[config.mk]
export PLATFORM = sky130hd
export DESIGN_NAME = star_box_writer
export DESIGN_NICKNAME = d
export VERILOG_FILES = /design/src/rtl/star_box_writer.sv
export SDC_FILE = /design/constraint.sdc
export NUM_CORES = 1
export LEC_CHECK = 0
export BUFFER_PORTS_ARGS = -buffer_cell sky130_fd_sc_hd__buf_2
export CORE_MARGIN = 4
export CORE_UTILIZATION = 42
export DETAILED_ROUTE_END_ITERATION = 7
export PLACE_DENSITY = 0.64
export SLEW_MARGIN = 20
export SYNTH_ARGS = -nofsm -noshare
export SYNTH_HDL_FRONTEND = slang
export SYNTH_SLANG_ARGS = --single-unit
[constraint.sdc]
create_clock -name clk -period 2.1 [get_ports clk]
set_input_delay 0.21 -clock clk [delete_from_list [all_inputs] [get_ports clk]]
set_output_delay 0.21 -clock clk [all_outputs]
set_load 0.01 [all_outputs]
[src/rtl/star_box_writer.sv]
// Box writer: latches a bounding box on start and walks it in raster order,
// emitting one frame-buffer write per accepted cycle in outline or fill mode.
module star_box_writer #(
    parameter int xSz   = 8,
    parameter int ySz   = 7,
    parameter int colSz = 3,
    parameter int X_MAX = 159,
    parameter int Y_MAX = 119
) (
    input  logic             clk,
    input  logic             reset,
    input  logic             start,
    input  logic             mode,
    input  logic [colSz-1:0] colour,
    input  logic [xSz-1:0]   mostLeft,
    input  logic [xSz-1:0]   mostRight,
    input  logic [ySz-1:0]   mostTop,
    input  logic [ySz-1:0]   mostBottom,
    input  logic             wr_ready,
    output logic [xSz-1:0]   x,
    output logic [ySz-1:0]   y,
    output logic [colSz-1:0] colour_out,
    output logic             plot,
    output logic             busy,
    output logic             done
);

    localparam logic [xSz-1:0] X_LIM = xSz'(X_MAX);
    localparam logic [ySz-1:0] Y_LIM = ySz'(Y_MAX);

    typedef enum logic [1:0] {IDLE, LATCH, SCAN, DONE} stateType;

    stateType             state;
    logic [xSz-1:0]       leftReg;
    logic [xSz-1:0]       rightReg;
    logic [ySz-1:0]       topReg;
    logic [ySz-1:0]       bottomReg;
    logic [colSz-1:0]     colourReg;
    logic                 modeReg;

    logic                 lastPixel;
    logic                 rowEnd;
    logic                 interiorRow;

    always_comb begin
        lastPixel   = (x == rightReg) && (y == bottomReg);
        rowEnd      = (x == rightReg);
        interiorRow = (y != topReg) && (y != bottomReg);
    end

    // Clamping happens as the box is captured, so the scan counters can
    // never step past the legal frame edge.
    always_ff @(posedge clk) begin
        if (reset) begin
            state      <= IDLE;
            leftReg    <= '0;
            rightReg   <= '0;
            topReg     <= '0;
            bottomReg  <= '0;
            colourReg  <= '0;
            modeReg    <= 1'b0;
            x          <= '0;
            y          <= '0;
            colour_out <= '0;
            plot       <= 1'b0;
            busy       <= 1'b0;
            done       <= 1'b0;
        end else begin
            case (state)
                IDLE: begin
                    done <= 1'b0;
                    if (start) begin
                        leftReg   <= mostLeft;
                        rightReg  <= (mostRight > X_LIM) ? X_LIM : mostRight;
                        topReg    <= mostTop;
                        bottomReg <= (mostBottom > Y_LIM) ? Y_LIM : mostBottom;
                        colourReg <= colour;
                        modeReg   <= mode;
                        busy      <= 1'b1;
                        state     <= LATCH;
                    end
                end
                LATCH: begin
                    if ((leftReg > rightReg) || (topReg > bottomReg)) begin
                        busy  <= 1'b0;
                        done  <= 1'b1;
                        state <= DONE;
                    end else begin
                        x          <= leftReg;
                        y          <= topReg;
                        colour_out <= colourReg;
                        plot       <= 1'b1;
                        state      <= SCAN;
                    end
                end
                SCAN: begin
                    // Outline interior rows skip straight from the left to the right edge.
                    if (wr_ready) begin
                        if (lastPixel) begin
                            plot  <= 1'b0;
                            busy  <= 1'b0;
                            done  <= 1'b1;
                            state <= DONE;
                        end else if (rowEnd) begin
                            x <= leftReg;
                            y <= y + 1'b1;
                        end else if (!modeReg && interiorRow && (x == leftReg)) begin
                            x <= rightReg;
                        end else begin
                            x <= x + 1'b1;
                        end
                    end
                end
                DONE: begin
                    done  <= 1'b0;
                    state <= IDLE;
                end
                default: state <= IDLE;
            endcase
        end
    end

endmodule

---- Yosys cells after proc, flatten, opt, wreduce, memory -nomap -nowiden ----
Index checks and enable logic that the tools add are counted.
operators by class
  muxes and demuxes ....................... 29
  $add $sub $neg .......................... 2
  divide/modulo/power cells ............... 0
  order comparisons ....................... 4
  equal/unequal tests ..................... 15
  multiply operators ...................... 0
  shifts and indexed selects .............. 0
  reduce and logical (&&, ||, !) cells .... 18
  bitwise operators ....................... 1
operator list
  kind                                                            count
  8-bit two-way mux                                               6
  7-bit two-way mux                                               5
  8-bit equality test                                             2
  8-bit one-hot mux with 2 select lines                           1
  2-bit != test (second input constant)                           7
  7-bit != test                                                   2
  7-bit one-hot mux with 2 select lines                           1
  5-bit AND reduction                                             2
  1-bit two-way mux                                               9
  8-bit by 1-bit adder with 8-bit output (second input constant)  1
  8-bit > comparator                                              1
  8-bit > comparator (second input constant)                      1
  2-bit one-hot mux with 4 select lines                           1
  4-bit AND reduction                                             2
  7-bit by 1-bit adder with 7-bit output (second input constant)  1
  7-bit equality test                                             1
  7-bit > comparator                                              1
  7-bit > comparator (second input constant)                      1
  2-bit two-way mux                                               3
  1-bit one-hot mux with 3 select lines                           2
  3-bit AND reduction                                             2
  2-bit equality test (second input constant)                     2
  1-bit logical AND                                               4
  2-bit AND reduction                                             2
  9 further kinds                                                 9
word-level totals
  memories ................................ 0
  logic and storage cells ................. 82
  bits in read-only memories .............. 0
  bits in latches ......................... 0
  input port bits ......................... 38
  memory bits (writable) .................. 0
  register bits ........................... 57
  output and inout bits ................... 21

---- Logic depth before layout (Yosys ltp) ----
Gate-level depths: netlist (run 1).
  word-level depth ........................ 9
  gate-level depth with buffers ........... 9
  depth with buffers taken out ............ 8

---- Worst setup path before layout (run 1) ----
Ideal clock, no wire load.
  path kind ............................... flip-flop to flip-flop
  start point ............................. register bottomReg[4]
  end point ............................... register x[2]
  cell stages (with the launch flop) ...... 10
  period minus slack after synthesis ...... 2.148 ns
  path slack .............................. -0.048 ns
  buffers on the path ..................... 1
  setup time .............................. 0.091 ns
  arrival time ............................ 2.058 ns
  required time ........................... 2.009 ns
  cells stage by stage .................... dfxtp_1 -> inv_1 -> ha_1 -> a211oi_1 -> o21bai_1 -> o22a_1 -> o31ai_1 -> clkbuf_1 -> a21oi_1 -> a311oi_1
on the way
  longest elaborated chain between the ends .. 9
  elaborated cells on any way between the ends .. 16
  those cells by class .................... order compare (1); eq/ne (4); mux (5); reduce/logical (6)
ends and longest elaborated chain
  item                                   RTL line  source
  from (decl)                            37        logic [ySz-1:0] bottomReg;
  from (signal assigned)                 76        bottomReg <= (mostBottom > Y_LIM) ? Y_LIM : mostBottom;
  7-bit != test                          48        interiorRow = (y != topReg) && (y != bottomReg);
  1-bit logical AND                      48
  1-bit logical AND (2 in series)        107       end else if (!modeReg && interiorRow && (x == leftReg)) begin
  8-bit two-way mux                      107
  8-bit two-way mux                      104       end else if (rowEnd) begin
  8-bit two-way mux                      99        if (lastPixel) begin
  8-bit two-way mux                      98        if (wr_ready) begin
  8-bit one-hot mux with 2 select lines  69        case (state)
  to (signal assigned)                   105       x <= leftReg;
  to (signal assigned)                   108       x <= rightReg;
  to (signal assigned)                   110       x <= x + 1'b1;
  to (decl)                              20        output logic [xSz-1:0] x,
Several ways; a longest one is shown, not always the timed one. The select of a mux whose other input is x is not followed.
A chain may end at the register's enable or synchronous reset.

---- Worst setup path in the final report (run 1) ----
  start point ............................. register rightReg[4]
  end point ............................... register busy
on the way
  longest elaborated chain between the ends .. 4
  elaborated cells on any way between the ends .. 7
  those cells by class .................... order compare (1); eq/ne (3); reduce/logical (3)
ends and longest elaborated chain
  item                                                              RTL line  source
  from (decl)                                                       35        logic [xSz-1:0] rightReg;
  from (signal assigned)                                            74        rightReg <= (mostRight > X_LIM) ? X_LIM : mostRight;
  8-bit > comparator / 8-bit equality test (equally long branches)  84, 46
  1-bit logical OR / 1-bit logical AND (equally long branches)      84, 46
  2-bit != test (no source line)                                    -
  5-bit AND reduction (no source line) (*)                          -
  to (signal assigned)                                              79        busy <= 1'b1;
  to (signal assigned)                                              85        busy <= 1'b0;
  to (signal assigned)                                              101       busy <= 1'b0;
  to (decl)                                                         24        output logic busy,
Mark *: on every way between the ends. The rest lies on a longest branch, timed or not.

==> results.cfg, run 1 <==
[outcome]
status = finished, violations left
violations = setup timing

[logic_synthesis]
synth_area_leaders = dfxtp_1 (33%), xor2_1 (7.8%), ha_1 (7.5%)
yosysUniqueCellTypes = 54
synth_warnings = 0
synth_ff_type = dfxtp_1
synthCells = 428
synth_top_area_cell = dfxtp_1
synth_edf_count = 0
ys_async_sr_fraction = 0
syn_nets = 487
syn_avg_cell_area_um2 = 8.15
seq_area_frac_synth = 0.327
syn_area_um2 = 3490
ys_ff_latch = 57
synth_top_area_frac = 0.327

[drt]
wl_per_cell_um = 17.0
detail-route-antenna-nets = 0
first_pass_iters = 4
vias = 3755
drcViolationCount = 0
routed_wl_um = 11400
drtIter0Drc = 292
vias_per_cell = 5.60

[cts]
cts-root-buf = clkbuf_8
clk_latency_ns = 0.34
ctsHoldBuffers = 0
cts_buffers = 9
clock_sinks = 57
cts_htree_levels = 3
clk_pin_slew_ns = 0.08
cts_buffer_depth = 2
tritoncts = done

[place]
gp_congestion = 0.890
placed_cells = 639
dp_hpwl_um = 7890
numPortBuffers = 58

[floorplanning]
core_um2 = 7890
top_level_ports = 59
initial_utilization = 0.442
rows = 32
die_y_um = 99.1
die-area_um2 = 9820
die_w_um = 99.1

[final_layout]
areaGrowthSynthToFinish_pct = 45.5
diodes = 0
multi_input_area_um2 = 2460
layout-drive-gt1-share = 0.426
layout.cells.non_filler = 670
finish.utilization = 0.643
ff_latch_area_um2 = 1160
fin_nets = 622
fillers = 644

[sta]
layout_setup_ws_ns = -0.0918
grt_setup_unrepaired = true
worst_pin_slew_ns = 0.484
slew-limit-headroom = 0.677
drv_slew = 0
finalCriticalPeriod_ns = 2.19
final_hold_viol_count = 0
min_period_over_period = 1.04
finalSetupViolations = 14
fin_skew_ns = 0.0104
max_clock_freq_mhz = 456

[power_and_ir_drop]
p_leak_nw = 2.27
ir_drop_uv = 779
total_power_mw = 7.17
netSwitchingFraction = 0.429
p_per_area_nw_per_um2 = 1410
p_comb_frac = 0.620
internal-power_mw = 4.09
seq_power_share = 0.216
pwr-share-clk = 0.165
switchingPower_mw = 3.07

[global_route]
grt_max_degree = 31
antenna_found_initial = 0
grt_use_total = 0.224
grt_pass1_vias = 3556
gr-total-overflow = 0
grt_first_pass_wirelength_um = 17600

[worst_setup_path]
path_class = reg -> reg
cp-end-kind = flip-flop
cp_data_arrival_time_ns = 2.43
rrSetupSlack_ns = -0.09
worst_setup_path_start_kind = flip-flop
rr_worst_depth = 8
startpoint = rightReg[4]
path_cells = inv_2, ha_4, nand4_1, buf_4, a211oi_4, nor4b_4, nor4_2, mux2_1
cpPeakStageDelay_ns = 0.34
r2r_start = rightReg[4]
worst_ep_required_time_ns = 2.34
cp-endpoint = busy
crit_path_max_fanout = 3
crit_slowest_cell = dfxtp_2
r2r-end = busy

[worst_hold_path]
hp-class = in -> reg

[flow_run]
max_cap_viol_count = 0
==> power by group through the flow <==
| stage | logic (mW) | clock network (mW) | registers [mW] |
|---|---|---|---|
| 2_1_floorplan | 2.11 | 0 | 1.60 |
| 3_3_place_gp | 3.49 | 0 | 1.52 |
| 3_5_place_dp | 3.55 | 0 | 1.53 |
| 4_1_cts | 3.81 | 1.18 | 1.53 |
| 5_1_grt | 4.81 | 1.24 | 1.57 |
| 6_report | 4.44 | 1.18 | 1.54 |
==> synth_stat cells, drive strengths merged, types with 2 or more instances <==
library cell  number
ha                21
or2                2
buf               11
o21ai              6
xnor2              5
a311oi             6
a21o               2
nor2b             10
nand3b             4
o31ai              3
nor4               8
a31oi             11
nor2              14
mux2i              5
nand2             63
nand4             12
clkbuf            16
mux2               2
a211oi             8
inv               25
o32ai              4
nand3             10
and3               7
o211ai             8
a22oi              2
xor2              31
a21oi             41
nor3              11
dfxtp             57
and2               4
o221a              4
==> registers in the layout (all words and copies together) (netlist names) <==
register	flops
bottomReg	7
busy	1
state	2
y	7
modeReg	1
plot	1
rightReg	8
x	8
colourReg	3
done	1
topReg	7
leftReg	8
colour_out	3
==> per-stage QoR <==
step	hold WS (ns)	cell area [µm²]	setup WS [ns]	setup TNS, ns
2_1_floorplan	0.346	3500	0.0200	0
3_3_place_gp	0.442	4380	-0.135	-0.430
3_5_place_dp	0.452	4380	-0.189	-2.04
4_1_cts	0.0948	4800	-0.0612	-0.242
5_1_grt	0.101	5070	-0.211	-2.49
6_report	0.100	5070	-0.0918	-0.544
==> worst min path at each step <==
| stage | startpoint | endpoint | slack (ns) | depth (start not counted) |
|---|---|---|---|---|
| 2_1_floorplan | colour[0] | colourReg[0] | 0.35 | 2 |
| 3_3_place_gp | colourReg[1] | colourReg[1] | 0.44 | 2 |
| 3_5_place_dp | colourReg[2] | colourReg[2] | 0.45 | 2 |
| 4_1_cts | colour[2] | colourReg[2] | 0.09 | 3 |
| 5_1_grt | mostTop[1] | topReg[1] | 0.10 | 3 |
| 6_report | mostTop[5] | topReg[5] | 0.10 | 3 |
==> area by class of cell <==
class | instances | area share
Clock buffer | 11 | 0.0279
Inverter | 25 | 0.0185
Multi-Input combinational cell | 319 | 0.486
Sequential cell | 57 | 0.228
Clock inverter | 5 | 0.0155
Timing Repair Buffer | 151 | 0.200
Tap cell | 102 | 0.0252
==> critical path: cells and delay by family, from the launching register on <==
family	cells	cell delay, ns
AND/OR/NAND/NOR	3	0.58
buffers and inverters	2	0.24
multiplexers	1	0.34
AO/OA/AOI/OAI	1	0.33
flip-flops	1	0.34
adder cells (fa/ha/maj)	1	0.26
==> routing by layer <==
layer	vias to the layer above	global-route usage	part of all wire
li1	1800	-	-
met1	1772	0.324	0.46
met2	166	0.338	0.45
met3	17	0.0463	0.074
met4	0	0.0567	0.015
met5	-	0	0
==> what timing repair did <==
item | in CTS | in global routing
setup endpoints to repair | 22 | 22
cloned | 0 | 0
pin swaps | 15 | 24
buffers inserted | 4 | 11
resized for setup | 32 | 44
==> layout by cell type, fill, tap and decap left out, drive strengths merged, types with 5 or more instances in the layout <==
| cell | count |
|---|---|
| nand3 | 10 |
| a311oi | 6 |
| ha | 21 |
| xnor2 | 5 |
| nand2 | 63 |
| nor2b | 10 |
| nor2 | 14 |
| inv | 25 |
| a31oi | 11 |
| mux2i | 5 |
| a21oi | 41 |
| o21ai | 6 |
| o211ai | 8 |
| nor3 | 11 |
| and3 | 7 |
| nor4 | 8 |
| nand4 | 12 |
| buf | 151 |
| dfxtp | 57 |
| clkbuf | 11 |
| xor2 | 31 |
| a211oi | 8 |
==> cells by family (layout without fill, tap and decap cells) <==
| logic type | after synthesis | in the layout | share of synthesized area |
|---|---|---|---|
| flip-flops | 57 | 57 | 0.327 |
| adder cells (fa/ha/maj) | 21 | 21 | 0.0753 |
| XOR/XNOR | 36 | 36 | 0.0904 |
| AND/OR/NAND/NOR | 147 | 147 | 0.214 |
| multiplexers | 7 | 7 | 0.0208 |
| buffers and inverters | 52 | 192 | 0.0606 |
| AO/OA/AOI/OAI | 108 | 108 | 0.211 |
No activity file was read; power rests on OpenSTA's default activity.
==> run 2, diff against run 1 <==
--- a/config.mk
+++ b/config.mk
@@ -5,11 +5,12 @@
 export SDC_FILE = /design/constraint.sdc
 export NUM_CORES = 1
 export LEC_CHECK = 0
+export ABC_AREA = 1
 export BUFFER_PORTS_ARGS = -buffer_cell sky130_fd_sc_hd__buf_2
 export CORE_MARGIN = 4
 export CORE_UTILIZATION = 42
 export DETAILED_ROUTE_END_ITERATION = 7
-export PLACE_DENSITY = 0.64
+export PLACE_DENSITY = 0.63
 export SLEW_MARGIN = 20
 export SYNTH_ARGS = -nofsm -noshare
 export SYNTH_HDL_FRONTEND = slang
==> run 2 against run 1 <==
The flow now finishes without violations. Clock power down 26%. Register-to-register slack improved by 0.22 ns. Largest cell class unchanged. Core utilization down 14 points. Critical path depth rose by 4. Synthesized area up 7.0%. Count of clock-buffer cells in the layout increased by 1. Die area is 6.4% higher. Non-clock buffer count down 77.
==> results.cfg, run 2 <==
[floorplanning]
core_um2 = 8680
die_w_um = 102
die-area_um2 = 10500
die_y_um = 102
rows = 34
top_level_ports = 59
initial_utilization = 0.430

[sta]
drv_slew = 0
max_clock_freq_mhz = 506
fin_tns_setup_ns = 0
grt_setup_unrepaired = true
final_hold_viol_count = 0
min_period_over_period = 0.940
finalSetupViolations = 0
worst_pin_slew_ns = 0.665
fin_skew_ns = 0.0115
hold_ws_ns = 0.132
layout_setup_ws_ns = 0.126
slew-limit-headroom = 0.555
finalCriticalPeriod_ns = 1.97

[logic_synthesis]
seq_area_frac_synth = 0.306
synth_warnings = 0
syn_area_um2 = 3730
synth_ff_type = dfxtp_1
synth_top_area_frac = 0.306
synth_top_area_cell = dfxtp_1
synth_area_leaders = dfxtp_1 (31%), nand2_1 (16%), nor2_1 (7.6%)
yosysMostFrequentCell = nand2_1
ys_ff_latch = 57
yosysUniqueCellTypes = 38
synthCells = 569
synth_common_cells = nand2_1 (162), nor2_1 (76), dfxtp_1 (57), inv_1 (49), o21ai_0 (35)
synth_edf_count = 0
syn_nets = 628
syn_avg_cell_area_um2 = 6.56
ys_async_sr_fraction = 0

[power_and_ir_drop]
total_power_mw = 6.62
internal-power_mw = 3.35
switchingPower_mw = 3.27
p_per_area_nw_per_um2 = 1520
ir_drop_uv = 677
pwr-share-clk = 0.132
netSwitchingFraction = 0.494
p_leak_nw = 2.15
p_comb_frac = 0.597
seq_power_share = 0.271

[drt]
drcViolationCount = 0
first_pass_iters = 4
vias_per_cell = 5.07
vias = 3806
detail-route-antenna-nets = 0
drtIter0Drc = 120
wl_per_cell_um = 13.6
routed_wl_um = 10200

[worst_setup_path]
worst_setup_path_start_kind = flip-flop
cp_data_arrival_time_ns = 2.22
path_class = reg -> reg
crit_path_max_fanout = 7
cp-end-kind = flip-flop
worst_ep_required_time_ns = 2.35

[final_layout]
layout.cells.non_filler = 750
layout_commonest_cell = nand2_1
diodes = 0
layout_common_cells = nand2_1 (161), nor2_1 (75), buf_2 (58), dfxtp_1 (57), inv_1 (49)
areaGrowthSynthToFinish_pct = 16.7
top_regs = leftReg (8), rightReg (8), x (8)
fin_nets = 696
layout-drive-gt1-share = 0.215
finalInstanceArea_um2 = 4350
finish.utilization = 0.502

[cts]
clk_pin_slew_ns = 0.07
clk_latency_ns = 0.34
clock_sinks = 57
cts_htree_levels = 3
cts_buffers = 9
cts-root-buf = clkbuf_8
tritoncts = done
cts_buffer_depth = 2

[place]
numPortBuffers = 58
dp_hpwl_um = 7390
gp_congestion = 0.824
place_area_um2 = 4140
placed_cells = 727
dp_slack_ns = 0.0745

[global_route]
grt_pass1_vias = 3597
antenna_found_initial = 0
grt_max_degree = 40
grt_use_total = 0.199
gr-total-overflow = 0
grt_first_pass_wirelength_um = 16400

[flow_run]
max_cap_viol_count = 0

[worst_hold_path]
hp-class = in -> reg

[outcome]
status = complete, no violations
==> run 2: changes by cell type after synthesis, sizes merged, moves of 8 or more <==
| cell | before | now |
|---|---|---|
| a211oi | 8 | 0 |
| a31oi | 11 | 1 |
| inv | 25 | 59 |
| nand2 | 63 | 178 |
| nand3 | 10 | 35 |
| nor2 | 14 | 91 |
| nor2b | 10 | 0 |
| nor3 | 11 | 3 |
| nor4 | 8 | 0 |
| o21ai | 6 | 37 |
| xor2 | 31 | 6 |
==> run 2: cell type report <==
class | instances | area, µm²
Fill cell | 955 | 4320
Multi-Input combinational cell | 435 | 2270
Tap cell | 108 | 135
Inverter | 60 | 226
Sequential cell | 57 | 1140
Clock buffer | 12 | 135
Timing Repair Buffer | 74 | 423
Clock inverter | 4 | 20.0
==> run 2: power by group through the flow <==
| stage | Sequential [mW] | Combinational, mW | Clock, mW |
|---|---|---|---|
| floorplan | 1.76 | 2.90 | 0 |
| detailed placement | 1.81 | 3.75 | 0 |
| CTS | 1.79 | 3.77 | 0.895 |
| global route | 1.85 | 4.48 | 0.945 |
| global placement | 1.81 | 3.69 | 0 |
| finish | 1.79 | 3.95 | 0.871 |
==> run 2: cell families after synthesis <==
| family | count (synthesis) | synth area share |
|---|---|---|
| adder cells (fa/ha/maj) | 21 | 0.0704 |
| buffers and inverters | 78 | 0.0902 |
| XOR/XNOR | 15 | 0.0352 |
| AND/OR/NAND/NOR | 315 | 0.375 |
| AO/OA/AOI/OAI | 83 | 0.123 |
| flip-flops | 57 | 0.306 |
==> run 2: worst max-delay path, stage by stage (launching register included) <==
cell,delay [ns]
dfxtp_1,0.33
inv_1,0.08
ha_1,0.30
nand2_1,0.08
nor2_2,0.15
nand4_1,0.11
nand2_1,0.13
nand2_1,0.10
nand2_4,0.14
nand3_4,0.13
buf_4,0.20
nor2_2,0.09
nor2_2,0.04
==> run 2: worst paths after layout <==
kind                      from       endpoint  slack [ns]  cells past startpoint
setup / recovery   rightReg[7]           y[1]        0.13                     12
hold / removal      mostTop[4]      topReg[4]        0.13                      3
setup reg to reg   rightReg[7]           y[1]        0.13                     12
hold reg to reg   colourReg[1]  colour_out[1]        0.47                      2
==> run 2: repair_timing <==
action                                  4_1_cts  5_1_grt
endpoints found under the setup margin        0       15
resized for setup                             0        2
hold endpoints to repair                      0        0
hold buffers                                  0        0
buffers inserted                              0        6
==> run 2: routing by layer <==
metal / up-vias / wire (µm) / track usage
li1: 1950 / - / -
met4: 0 / 286 / 0.0868
met3: 25 / 480 / 0.0266
met5: - / 0 / 0
met1: 1745 / 4590 / 0.246
met2: 86 / 4840 / 0.346
==> run 3, diff against run 2 <==
--- a/config.mk
+++ b/config.mk
@@ -7,7 +7,7 @@
 export LEC_CHECK = 0
 export ABC_AREA = 1
 export BUFFER_PORTS_ARGS = -buffer_cell sky130_fd_sc_hd__buf_2
-export CORE_MARGIN = 4
+export CORE_MARGIN = 8
 export CORE_UTILIZATION = 42
 export DETAILED_ROUTE_END_ITERATION = 7
 export PLACE_DENSITY = 0.63
==> run 3 against run 2 <==
Critical endpoint unchanged. Cell area grew 0.63%. Register-to-register slack better by 0.03 ns. Largest power group unchanged. First-iteration DRC count up 28%. Count of clock-buffer cells in the layout stayed put.
==> results.cfg, run 3 (synthesis results as in run 2) <==
[sta]
grt_setup_unrepaired = false
layout_setup_ws_ns = 0.159
final_hold_viol_count = 0
drv_slew = 0
slew-limit-headroom = 0.675
finalCriticalPeriod_ns = 1.94
worst_pin_slew_ns = 0.487
min_period_over_period = 0.924
max_clock_freq_mhz = 515
fin_tns_setup_ns = 0
finalSetupViolations = 0
fin_skew_ns = 0.00862

[worst_setup_path]
worst_setup_path_start_kind = flip-flop
path_class = reg -> reg
cp-end-kind = flip-flop
rrSetupSlack_ns = 0.16
r2r_start = rightReg[7]
cp_common_cell = nand2_1
crit_slowest_cell = dfxtp_1
rr_worst_depth = 13
r2r-end = y[1]
cpPeakStageDelay_ns = 0.32
path_cells = inv_1, ha_1, nand2_1, nor2_2, nand4_1, nand2_1, nand2_1, nand2_4, nand3_4, buf_4, nand2_4, nand2_2, nor2_2
cp_data_arrival_time_ns = 2.22
worst_ep_required_time_ns = 2.38
crit_path_max_fanout = 11

[final_layout]
areaGrowthSynthToFinish_pct = 17.5
layout_common_cells = nand2_1 (161), nor2_1 (75), buf_2 (58), dfxtp_1 (56), inv_1 (49)
fillers = 920
layout_commonest_cell = nand2_1
top_regs = leftReg (8), rightReg (8), x (8)
diodes = 0
layout-drive-gt1-share = 0.218
fin_nets = 697
layout.cells.non_filler = 750

[cts]
tritoncts = done
clock_sinks = 57
cts_htree_levels = 3
cts_buffer_depth = 2
cts_buffers = 9
cts-root-buf = clkbuf_8
clk_latency_ns = 0.34
clk_pin_slew_ns = 0.07

[floorplanning]
initial_utilization = 0.430
rows = 34
die-area_um2 = 12200
core_um2 = 8680
die_y_um = 110
top_level_ports = 59
die_w_um = 110

[power_and_ir_drop]
ir_drop_uv = 538
internal-power_mw = 3.52
seq_power_share = 0.267
pwr-share-clk = 0.155
switchingPower_mw = 3.20
p_per_area_nw_per_um2 = 1530
netSwitchingFraction = 0.476
p_leak_nw = 2.17
p_comb_frac = 0.578

[flow_run]
max_cap_viol_count = 0

[global_route]
grt_pass1_vias = 3744
grt_max_degree = 40
grt_first_pass_wirelength_um = 17100
gr-total-overflow = 0
grt_use_total = 0.177
antenna_found_initial = 0

[worst_hold_path]
min_path_cells = 3
whs_endpoint = topReg[3]
min_from = mostTop[3]
hp-class = in -> reg

[drt]
first_pass_iters = 5
drtIter0Drc = 153
vias = 3734
routed_wl_um = 10200
wl_per_cell_um = 13.6
drcViolationCount = 0
detail-route-antenna-nets = 0
vias_per_cell = 4.98

[place]
dp_hpwl_um = 7760
gp_congestion = 0.885
dp_slack_ns = 0.0623
placed_cells = 728
numPortBuffers = 58

[outcome]
status = complete, no violations
-- run 3: through the flow --
stage / util / hold WS [ns] / power [mW] / instance area [µm²]
floorplan: - / 0.289 / 4.66 / 3730
global placement: 0.476 / 0.451 / 5.48 / 4130
detailed placement: 0.476 / 0.451 / 5.54 / 4130
CTS: 0.498 / 0.113 / 6.61 / 4330
global route: 0.505 / 0.134 / 7.37 / 4380
finish: 0.505 / 0.120 / 6.72 / 4380
-- run 3: how the worst max path moves through the flow --
stage                      startpoint   end  slack, ns  depth (start not counted)
after floorplan           rightReg[7]  y[5]       0.40                         12
after global placement    rightReg[6]  y[6]        0.1                         11
after detailed placement  rightReg[6]  y[6]       0.06                         11
after CTS                 rightReg[6]  y[6]       0.05                         11
after global routing         state[0]  x[6]      0.001                          9
final                     rightReg[7]  y[1]       0.16                         13
-- run 3: per-layer routing --
layer,share of wire,vias to the layer above,global-route usage
met2,0.49,73,0.313
met1,0.45,1704,0.206
met4,0.0067,0,0.0580
met3,0.052,6,0.0401
li1,-,1951,-
met5,0,-,0
-- run 3: cell type report --
cell class              instances  area (µm²)  area share
multi-input cells             434        2260       0.515
clock buffers                  12         155      0.0354
well taps                     108         135      0.0308
clock inverters                 3        40.0     0.00914
inverters                      60         226      0.0517
flip-flops and latches         57        1140       0.261
repair buffers                 76         425      0.0971
-- run 3: power groups by stage --
| stage | sequential [mW] | clock (mW) | combinational [mW] |
|---|---|---|---|
| global placement | 1.80 | 0 | 3.68 |
| detailed placement | 1.81 | 0 | 3.73 |
| CTS | 1.79 | 1.07 | 3.75 |
| floorplan | 1.76 | 0 | 2.90 |
| finish | 1.79 | 1.04 | 3.88 |
| global route | 1.84 | 1.12 | 4.41 |
-- run 3: worst max-delay path: cells and delay by family, from the launching register on --
| family | cells | cell delay (ns) |
|---|---|---|
| and+or+nand+nor | 10 | 0.96 |
| DFF | 1 | 0.32 |
| adders and majority gates | 1 | 0.30 |
| buffers and inverters | 2 | 0.28 |
-- run 3: what timing repair did --
action	4_1_cts	5_1_grt
hold buffers	0	0
gates resized for setup	0	2
endpoints found under the setup margin	0	4
setup buffers	0	7
